<file path="src/rtl/aes_inv_sub_addkey.sv">
// Column-serial AES InvSubBytes + AddRoundKey stage: four inverse S-boxes
// are time-shared across the four state columns, one column per cycle.

module aes_inv_sbox (
  input  logic [7:0] a,
  output logic [7:0] y
);
  function automatic logic [7:0] gf_mul(input logic [7:0] x_in, input logic [7:0] b);
    logic [7:0] p;
    logic [7:0] x;
    p = '0;
    x = x_in;
    for (int i = 0; i < 8; i++) begin
      if (b[i]) p = p ^ x;
      x = {x[6:0], 1'b0} ^ (x[7] ? 8'h1B : 8'h00);
    end
    return p;
  endfunction

  // a^254 == a^-1 in GF(2^8), and 0 maps to 0 without a special case
  function automatic logic [7:0] gf_inv(input logic [7:0] v);
    logic [7:0] sq;
    logic [7:0] r;
    sq = gf_mul(v, v);
    r  = sq;
    for (int i = 0; i < 6; i++) begin
      sq = gf_mul(sq, sq);
      r  = gf_mul(r, sq);
    end
    return r;
  endfunction

  logic [7:0] aff;

  always_comb begin
    aff = {a[6:0], a[7]} ^ {a[4:0], a[7:5]} ^ {a[1:0], a[7:2]} ^ 8'h05;
    y   = gf_inv(aff);
  end
endmodule

module aes_inv_sub_addkey #(
  parameter int unsigned KEY_ADD = 1
) (
  input  logic         clk,
  input  logic         rst,
  input  logic         in_valid,
  output logic         in_ready,
  input  logic [127:0] state_in,
  input  logic [127:0] round_key,
  output logic         out_valid,
  input  logic         out_ready,
  output logic [127:0] state_out,
  output logic         busy
);
  typedef enum logic [1:0] {IDLE, RUN, DONE} state_e;

  state_e       state_q, state_d;
  logic [1:0]   col_q, col_d;
  logic [127:0] work_q, work_d;
  logic [127:0] key_q, key_d;
  logic [31:0]  col_in, col_key, sb_out, col_out;

  always_comb begin
    col_in  = work_q[127:96];
    col_key = key_q[127:96];
    case (col_q)
      2'd0: begin col_in = work_q[127:96]; col_key = key_q[127:96]; end
      2'd1: begin col_in = work_q[95:64];  col_key = key_q[95:64];  end
      2'd2: begin col_in = work_q[63:32];  col_key = key_q[63:32];  end
      default: begin col_in = work_q[31:0]; col_key = key_q[31:0]; end
    endcase
  end

  for (genvar r = 0; r < 4; r++) begin : g_sbox
    aes_inv_sbox u_sbox (
      .a(col_in[31-8*r -: 8]),
      .y(sb_out[31-8*r -: 8])
    );
  end

  assign col_out = sb_out ^ ((KEY_ADD != 0) ? col_key : 32'h0);

  always_comb begin
    state_d = state_q;
    col_d   = col_q;
    work_d  = work_q;
    key_d   = key_q;
    unique case (state_q)
      IDLE: begin
        if (in_valid) begin
          work_d  = state_in;
          key_d   = round_key;
          col_d   = 2'd0;
          state_d = RUN;
        end
      end
      RUN: begin
        case (col_q)
          2'd0: work_d[127:96] = col_out;
          2'd1: work_d[95:64]  = col_out;
          2'd2: work_d[63:32]  = col_out;
          default: work_d[31:0] = col_out;
        endcase
        col_d = col_q + 2'd1;
        if (col_q == 2'd3) state_d = DONE;
      end
      DONE: begin
        // hand-off and new capture share one edge when both sides are ready
        if (out_ready) begin
          if (in_valid) begin
            work_d  = state_in;
            key_d   = round_key;
            col_d   = 2'd0;
            state_d = RUN;
          end else begin
            state_d = IDLE;
          end
        end
      end
      default: state_d = IDLE;
    endcase
  end

  always_ff @(posedge clk or posedge rst) begin
    if (rst) begin
      state_q <= IDLE;
      col_q   <= 2'd0;
      work_q  <= '0;
      key_q   <= '0;
    end else begin
      state_q <= state_d;
      col_q   <= col_d;
      work_q  <= work_d;
      key_q   <= key_d;
    end
  end

  assign in_ready  = (state_q == IDLE) || ((state_q == DONE) && out_ready);
  assign out_valid = (state_q == DONE);
  assign busy      = (state_q != IDLE);
  assign state_out = work_q;
endmodule
</file>
<file path="config.mk">
export PLATFORM = sky130hd
export DESIGN_NAME = aes_inv_sub_addkey
export DESIGN_NICKNAME = d
export VERILOG_FILES = /design/src/rtl/aes_inv_sub_addkey.sv
export SDC_FILE = /design/constraint.sdc
export NUM_CORES = 2
export LEC_CHECK = 0
export BUFFER_PORTS_ARGS = -buffer_cell sky130_fd_sc_hd__buf_2
export CORE_UTILIZATION = 25
export CTS_CLUSTER_SIZE = 25
export DETAILED_ROUTE_END_ITERATION = 16
export PLACE_DENSITY_LB_ADDON = 0.12
export SLEW_MARGIN = 20
export SYNTH_ARGS = -nofsm -noshare
export SYNTH_HDL_FRONTEND = slang
export SYNTH_SLANG_ARGS = --single-unit
</file>
<file path="constraint.sdc">
create_clock -name clk -period 17.8 [get_ports clk]
set_clock_uncertainty 0.2 [all_clocks]
set_input_delay 3.56 -clock clk [delete_from_list [all_inputs] [get_ports clk]]
set_output_delay 3.56 -clock clk [all_outputs]
set_load 0.02 [all_outputs]
</file>
==> flow_metrics.py <==
metrics = {
    "worst_setup_path": {
        "max_stage_delay_ns": 0.67,
        "cp-start-kind": "flip-flop",
        "crit_type": "flip-flop to flip-flop",
        "r2r_cells": 67,
        "r2r_end": "state_out[22]",
        "critPathMaxFanout": 32,
        "r2r_start": "col_q[1]",
        "slowest_stage": "xnor2_1",
        "worstPathArrival_ns": 17.26,
        "cp-end-kind": "flip-flop",
        "r2r_slack_ns": 0.88,
        "critPathRequiredTime_ns": 18.14,
        "crit_top_cell": "xnor2_1",
    },
    "place": {
        "dpl.hpwl_microns": 242000,
        "gp_congestion": 0.890,
        "portBuffers": 390,
    },
    "global_routing": {
        "grt_start_max_net_pins": 81,
        "grt_pass1_wl_microns": 471000,
        "track_usage": 0.206,
        "antenna_found_initial": 22,
        "gr-total-overflow": 0,
        "grt_pass1_vias": 70400,
    },
    "timing": {
        "finalMaxSlewViolations": 0,
        "hold_viol_final": 0,
        "fin_crit_sh": 0.950,
        "setup_viol": 0,
        "worst_pin_slew_ns": 1.10,
        "max_freq_ghz": 0.0591,
        "period_needed_ns": 16.92,
        "timing.slew.headroom": 0.257,
    },
    "logic_synthesis": {
        "synth_common_cells": "xnor2_1 (1920), nor2_1 (1449), nand2_1 (910), a21oi_1 (613), clkbuf_1 (448)",
        "ys_seq_area_frac": 0.0891,
        "yosysMostFrequentCell": "xnor2_1",
        "syn-cell-area_sq_um": 73000,
        "netlist_instances": 9862,
        "ys_warn_count": 0,
        "syn-num-nets": 10200,
        "synth_edf_count": 0,
        "async_flop_share": 1.00,
        "synth_ff_type": "dfrtp_1",
        "yosys.area.top_type": "xnor2_1",
        "synth-seq-cells": 260,
        "ys_types": 123,
        "synth_area_leaders": "xnor2_1 (23%), dfrtp_1 (8.9%), nor2_1 (7.4%)",
        "avgSynthCellArea_sq_um": 7.40,
        "yosysTopAreaCellShare": 0.230,
    },
    "hold_path": {
        "hold_path.class": "flip-flop to flip-flop",
        "min_from": "key_q[20]",
        "hold_path_depth": 1,
        "min_to": "key_q[20]",
    },
    "route": {
        "num_vias": 73500,
        "wirelength_microns": 317000,
        "route.detailed.drc": 0,
        "avgRoutedWirePerCell_microns": 22.1,
        "drt_iter0_drc": 5900,
        "ant_nets": 0,
        "viasPerCell": 5.14,
        "dr.pass1.iters": 6,
    },
    "die": {
        "start_util": 0.251,
        "die-height_microns": 542,
        "die_area_sq_um": 294000,
        "rows": 198,
        "fp.dieW_microns": 542,
        "coreArea_sq_um": 291000,
        "io_pins": 391,
    },
    "cells_and_area": {
        "multi_input_area_sq_um": 64900,
        "fin_util": 0.296,
        "nets": 10700,
        "drive_gt1_frac": 0.190,
        "area_growth_syn_to_layout_pct": 18.0,
        "fill_cells": 31500,
        "register_area_sq_um": 6510,
    },
    "cts": {
        "cts_root_buf": "clkbuf_16",
        "cts_buffers": 35,
        "cts_tree": "built",
        "cts_buffer_depth": 3,
        "clk_latency_ns": 0.63,
        "holdBufCountCts": 0,
        "clkTransAtPathRegs_ns": 0.06,
        "clkSinkCount": 260,
        "ctsHtreeMaxLevel": 2,
    },
    "flow_run": {
        "drv_cap": 0,
    },
    "run_status": {
        "status": "finished clean",
    },
}
stage by stage:
| stage | hold slack (ns) | TNS (ns) | instances | setup slack (ns) | area (sq um) |
|---|---|---|---|---|---|
| after global routing | 0.324 | -0.0894 | 14300 | -0.0538 | 86100 |
| final | 0.303 | 0 | 14300 | 0.885 | 86100 |
| after CTS | 0.305 | 0 | 14200 | 0.00484 | 84200 |
| after floorplan | 0.275 | 0 | 9862 | 0.0472 | 73000 |
| after global placement | 0.286 | -8.50 | 14200 | -0.760 | 82900 |
| after detailed placement | 0.291 | -6.90 | 14200 | -0.781 | 82900 |
critical path: cells and delay by family, from the launching register on:
kind,cells,cell delay [ns]
flops,1,0.44
compound gates,16,3.41
buf+inv,15,2.89
fa+ha+maj,3,1.13
simple gates,7,1.03
xor+xnor,24,7.30
mux,2,0.38
placed cells by master, fill, tap and decap left out, types with 68 or more instances in the layout:
cell type / n
a21oi_1: 606
nand3_1: 217
inv_1: 110
xnor3_1: 147
buf_2: 390
nor3_1: 214
xnor2_2: 198
a31oi_1: 68
o211ai_1: 126
mux2_2: 185
dfrtp_1: 259
buf_4: 765
o21ai_0: 399
nand2_1: 905
mux2i_1: 236
xnor2_1: 1801
nor2_1: 1445
a222oi_1: 70
o21ai_1: 120
xor2_1: 413
a211oi_1: 91
o22ai_1: 108
how the worst max path moves through the flow:
| stage | startpoint | to | slack, ns | depth (start not counted) |
|---|---|---|---|---|
| CTS | col_q[0] | state_out[55] | 0.005 | 64 |
| detailed placement | col_q[1] | state_out[23] | -0.78 | 62 |
| finish | col_q[1] | state_out[22] | 0.88 | 67 |
| global route | col_q[1] | state_out[15] | -0.05 | 66 |
| global placement | col_q[0] | state_out[6] | -0.76 | 71 |
| floorplan | col_q[0] | state_out[25] | 0.05 | 72 |
area by class of cell:
type	count	share of cell area
Multi-Input combinational cell	8757	0.753
Timing Repair Buffer	1178	0.0939
Sequential cell	260	0.0756
Tap cell	3900	0.0567
Clock buffer	41	0.0107
Inverter	146	0.00658
Clock inverter	19	0.00299
Antenna cell	9	0.000261
flip-flops by register name, summed over array words and instances (netlist names):
register   flops
state_q        2
state_out    128
key_q        128
col_q          2
cells by family after synthesis:
logic type | count (synthesis) | share of synthesized area
buffers and inverters | 845 | 0.0485
XOR/XNOR | 2742 | 0.392
AO/OA/AOI/OAI | 2289 | 0.207
flip-flops | 260 | 0.0891
AND/OR/NAND/NOR | 3247 | 0.192
multiplexers | 440 | 0.0645
adder cells (fa/ha/maj) | 39 | 0.00644
timing repair:
item	4_1_cts	5_1_grt
setup buffers	5	79
gates cloned	0	0
pin swaps	6	46
hold endpoints to repair	0	0
setup endpoints to repair	63	128
resized for setup	10	190
layer usage:
metal / global-route usage / vias to the layer above / routed length [microns]
li1: - / 35400 / -
met1: 0.273 / 35800 / 141000
met2: 0.350 / 1972 / 150000
met3: 0.0106 / 321 / 12300
met4: 0.0756 / 2 / 13200
met5: 0 / - / 14
Power is not shown: default switching activity piles up to over one toggle a cycle in this logic, so the estimate is an artifact.
